**config.mk**
```make
export PLATFORM = sky130hd
export DESIGN_NAME = fft_pingpong_ram
export DESIGN_NICKNAME = d
export VERILOG_FILES = /design/src/rtl/fft_pingpong_ram.sv
export SDC_FILE = /design/constraint.sdc
export NUM_CORES = 2
export LEC_CHECK = 0
export ABC_CLOCK_PERIOD_IN_PS = 3100
export BUFFER_PORTS_ARGS = -buffer_cell sky130_fd_sc_hd__buf_2
export CAP_MARGIN = 20
export CORE_ASPECT_RATIO = 1.75
export CORE_MARGIN = 2
export CORE_UTILIZATION = 50
export CTS_CLUSTER_DIAMETER = 30
export CTS_CLUSTER_SIZE = 8
export DETAILED_ROUTE_END_ITERATION = 8
export PLACE_DENSITY = 0.75
export REMOVE_ABC_BUFFERS = 1
export SYNTH_ARGS = -nofsm -noshare
export SYNTH_HDL_FRONTEND = slang
export SYNTH_SLANG_ARGS = --single-unit
```
**constraint.sdc**
```tcl
create_clock -name clk_i -period 3.1 [get_ports clk_i]
set_input_delay 0.62 -clock clk_i [delete_from_list [all_inputs] [get_ports clk_i]]
set_output_delay 0.62 -clock clk_i [all_outputs]
set_load 0.05 [all_outputs]
```
**src/rtl/fft_pingpong_ram.sv**
```systemverilog
// Two-bank ping-pong frame buffer between an FFT producer and consumer.
// Define FFT_PINGPONG_BITREV_EN to bit-reverse write addresses (natural in, bit-reversed out).
module fft_pingpong_ram #(
   parameter int WIDTH  = 32,
   parameter int ADDR_W = 6
) (
   input  logic              clk_i,
   input  logic              reset_i,
   input  logic              wr_en_i,
   input  logic [ADDR_W-1:0] wr_addr_i,
   input  logic [WIDTH-1:0]  wr_data_i,
   input  logic              wr_commit_i,
   output logic              wr_ready_o,
   input  logic              rd_en_i,
   input  logic [ADDR_W-1:0] rd_addr_i,
   output logic [WIDTH-1:0]  rd_data_o,
   output logic              rd_valid_o,
   input  logic              rd_release_i,
   output logic              rd_ready_o,
   output logic [1:0]        frames_o,
   output logic              err_o
);

   localparam int N = 1 << ADDR_W;

   logic [WIDTH-1:0]  mem_q [2*N];
   logic [1:0]        full_q, full_d;
   logic              wr_bank_q, wr_bank_d;
   logic              rd_bank_q, rd_bank_d;
   logic              err_q, err_d;
   logic              rd_valid_q;
   logic [WIDTH-1:0]  rd_data_q;
   logic [ADDR_W-1:0] waddr;
   logic              wr_ok, rd_ok;
   logic              wr_fire, commit_fire, rd_fire, release_fire;

`ifdef FFT_PINGPONG_BITREV_EN
   function automatic logic [ADDR_W-1:0] bitrev(input logic [ADDR_W-1:0] a);
      logic [ADDR_W-1:0] r;
      for (int i = 0; i < ADDR_W; i++) r[i] = a[ADDR_W-1-i];
      return r;
   endfunction
   assign waddr = bitrev(wr_addr_i);
`else
   assign waddr = wr_addr_i;
`endif

   assign wr_ok        = ~full_q[wr_bank_q];
   assign rd_ok        = full_q[rd_bank_q];
   assign wr_fire      = wr_en_i & wr_ok;
   assign commit_fire  = wr_commit_i & wr_ok;
   assign rd_fire      = rd_en_i & rd_ok;
   assign release_fire = rd_release_i & rd_ok;

   assign wr_ready_o = wr_ok;
   assign rd_ready_o = rd_ok;
   assign frames_o   = {1'b0, full_q[0]} + {1'b0, full_q[1]};
   assign rd_data_o  = rd_data_q;
   assign rd_valid_o = rd_valid_q;
   assign err_o      = err_q;

   // A legal commit and release always hit different banks, so both bit updates compose.
   always_comb begin
      full_d    = full_q;
      wr_bank_d = wr_bank_q;
      rd_bank_d = rd_bank_q;
      if (commit_fire) begin
         full_d[wr_bank_q] = 1'b1;
         wr_bank_d         = ~wr_bank_q;
      end
      if (release_fire) begin
         full_d[rd_bank_q] = 1'b0;
         rd_bank_d         = ~rd_bank_q;
      end
      err_d = err_q
            | (~wr_ok & (wr_en_i | wr_commit_i))
            | (~rd_ok & (rd_en_i | rd_release_i));
   end

   always_ff @(posedge clk_i) begin
      if (reset_i) begin
         full_q     <= 2'b00;
         wr_bank_q  <= 1'b0;
         rd_bank_q  <= 1'b0;
         err_q      <= 1'b0;
         rd_valid_q <= 1'b0;
         rd_data_q  <= '0;
      end else begin
         full_q     <= full_d;
         wr_bank_q  <= wr_bank_d;
         rd_bank_q  <= rd_bank_d;
         err_q      <= err_d;
         rd_valid_q <= rd_fire;
         if (rd_fire) rd_data_q <= mem_q[{rd_bank_q, rd_addr_i}];
      end
   end

   // Storage is not reset; stale contents stay hidden until a bank is recommitted.
   always_ff @(posedge clk_i) begin
      if (wr_fire && !reset_i) mem_q[{wr_bank_q, waddr}] <= wr_data_i;
   end

endmodule

```
==> summary.txt <==
Worst setup path
  – Delay-heaviest family, CP: compound AO/OA/AOI/OAI gates
  – CP max stage delay: just under 1 ns
  – CP Buf/Inv Count: 3
  – Worst-path cell chain: buf_4, nand2_1, buf_4, buf_4, a21oi_1, o2111ai_2, nand3_1
  – CP endpoint kind: register
  – Critical Path RT: 3.96 ns
  – Worst Path Arrival: 3.99 ns
  – Slowest CP cell: a21oi_1
  – Cell mode on critical path: buf_4
  – Max FO, Critical Path: 12
  – Nature of the critical path startpoint: register
  – Crit path kind: register to register

Timing
  – Max Freq: 320 MHz
  – Max-slew violations: 0
  – Final Hold Viols: 0
  – Max_slew headroom: a little over an eighth
  – Worst-Margin Slew: 1.30 ns
  – Worst hold margin: between 0.07 and 0.08 ns
  – RSZ-0062 raised after global routing: false
  – Final Skew: 0.0653 ns
  – Final Cycle Share: 101%
  – Setup ws final: -0.0288 ns
  – Crit path time final: ~3.1 ns
  – Final setup fails: 1

Placement
  – Port Buffers: between 80 and 90
  – Placed Cells: 11953
  – Post-Place Setup Slack: -0.995 ns
  – GPL Wtd Cong: 0.986
  – DP HPWL: 301 mm
  – Dpl cell area: 174000 um2

Clock tree
  – Clock transition at path regs: around 0.050 ns
  – Worst skew pair latency: 0.95 ns
  – Clock Sinks: 4134
  – Clock Tree Buf Depth: 4
  – TritonCTS buffer count: 611
  – CTS tree: done
  – CTS root buffer: clkbuf_16
  – Setup bufs post-CTS: 0
  – H-Tree Level Count: 6

Global routing
  – First-pass GRT wire length: 678 mm
  – Total GRT Usage: 30.4%
  – Grt ovf: 0
  – Pin count of the biggest net entering global routing: 129
  – Initial antenna violation count: 34
  – Number of global-route vias before repair: 88600

Power and ir drop
  – Maximum VDD drop: 516 uV
  – Leak: 62.0 nW
  – PD cells: around 670 nW/um2

Routing
  – Routed length on met2: ~240 mm
  – WL/cell: 38.3 um
  – DR DRC count: 0
  – Total number of vias: 85499
  – Via-to-Cell Ratio: 6.69
  – Metal3 WL: between 40 and 50 mm
  – Wl on met1: 145 mm
  – 1st-iter DRT viols: between 10000 and 15000
  – Uppermost routed layer: met5
  – Wirelength, routed: slightly below 500 mm
  – DRT Pass-1 Iters: 6
  – Routed Antenna Nets: 0

Worst hold path
  – Class of the worst hold path: input port to register

Yosys
  – Synth top area cells: edfxtp_1 (78%), mux4_2 (13%), mux2i_1 (2.1%), a22oi_1 (1.1%), o22ai_1 (0.54%)
  – Syn Area/Cell: about 22 um2
  – Mapped Cells: about 7100
  – Main synth FF type: edfxtp_1
  – Seq/Total Area, Yosys: between 70% and 80%
  – Post-synth EDFFs: 4096
  – Asr flop ratio synth: 0%
  – Share of the synthesized area in the top cell type: 78.2%
  – Mapped Area: 157000 um2
  – Synth Warn #: 0
  – Cell accounting for the most synthesized area: edfxtp_1
  – Post-synth cell types: 57
  – Register bit total from synthesis: around 4100

Die
  – Initial Utilization: 50.2%
  – Core Area: between 300000 and 400000 um2
  – Die area: 319000 um2
  – Die Y: 746 um
  – I/O Pins: 88
  – Die Width: 428 um
  – Row count: around 270

Final layout
  – Post-route cell area: 191000 um2
  – Final non-filler cell total: 12775
  – Most common library cell in the layout ignoring fill and taps: edfxtp_1
  – Layout area overhead: 21.2%
  – Footprint of the multi-input gates: 32500 um2
  – Filler cell count: between 20000 and 25000
  – Layout cell share with drive strength beyond 1: 34.2%
  – Most frequent cells in the layout: edfxtp_1 (4096), mux4_2 (875), buf_4 (797)
  – Nets@finish: 8513
  – FF+latch area: 124000 um2

Outcome
  – Outcome: complete, but fails checks
  – Failing checks: negative setup slack

Job
  – Max-Cap Viols: 0
## metal layers
layer,global-route usage (%),vias up
li1,-,32808
met1,32.8,44228
met2,49.9,6738
met3,6.18,1707
met4,28.6,18
met5,0.391,-
## sequential cells by signal, summed over array words and instances, names as in the netlist
register,cells
err_o,1
full_q,2
mem_q,4096
rd_bank_q,1
rd_data_o,32
rd_valid_o,1
wr_bank_q,1
## path summary, 6_finish.rpt
check	cells past startpoint	to	slack (ns)	from
setup / recovery	7	rd_data_o[14]	-0.03	rd_bank_q
hold / removal	1	mem_q[107][10]	0.07	wr_data_i[10]
setup reg to reg	7	rd_data_o[14]	-0.03	rd_bank_q
hold reg to reg	2	rd_data_o[1]	0.48	rd_data_o[1]
## where the power goes
part | switching, mW | leakage, nW | internal [mW]
logic | 4.45 | 16.6 | 2.57
clock network | 23.2 | 8.27 | 36.7
registers | 0.0969 | 37.1 | 61.7
## per-stage QoR
step	setup TNS, ns	power [mW]	utilization [%]
floorplan	-3825.85	64.9	-
global placement	-14.62	69.4	55.4
detailed placement	-14.43	69.5	55.4
CTS	0	129	60.8
global route	0	131	60.8
finish	-0.0288	129	60.8
## repair_timing
| item | in CTS | in global routing |
|---|---|---|
| cloned | 0 | 0 |
| resized for setup | 2 | 3 |
| hold endpoints to repair | 10 | 0 |
| endpoints found under the setup margin | 2 | 3 |
| hold buffers | 3 | 0 |
## synth_stat cells, types with 33 or more instances
library cell and number:
clkbuf_1 134, nor2b_1 33, a21oi_1 93, buf_6 33
mux2_2 54, nor3_1 36, mux4_2 875, buf_4 73
nand2_1 115, mux2i_1 324, a211oi_1 57, nor2_1 188
o21ai_0 37, edfxtp_1 4096, buf_2 139, dfxtp_1 38
a22oi_1 231, nand3_1 95, o22ai_1 137
## worst reg2reg max path, delay by kind of cell (launching register included)
kind	cells	cell delay, ns
buf+inv	3	0.76
flops	1	0.54
simple gates	2	0.35
compound gates	2	1.39
## cells by family (layout without fill, tap and decap cells)
| kind of cell | Yosys count | in the layout | share of synthesized area, % |
|---|---|---|---|
| fa+ha+maj | 1 | 1 | 0.00795 |
| buf+inv | 403 | 1957 | 1.41 |
| simple gates | 572 | 572 | 1.72 |
| flops | 4134 | 4134 | 78.7 |
| mux | 1253 | 1253 | 15.0 |
| compound gates | 731 | 731 | 3.23 |
| other cells | 0 | 17 | 0 |
## cell type report
type                       instances  share of cell area [%]
antenna                           17                  0.0223
sequential                      4134                    64.9
clock inverter                    78                   0.470
inverter                           4                 0.00787
tap                             4110                    2.70
multi-input combinational       2557                    17.0
timing repair buffer            1154                    6.44
clock buffer                     721                    8.41
No activity file was read; power rests on OpenSTA's default activity.
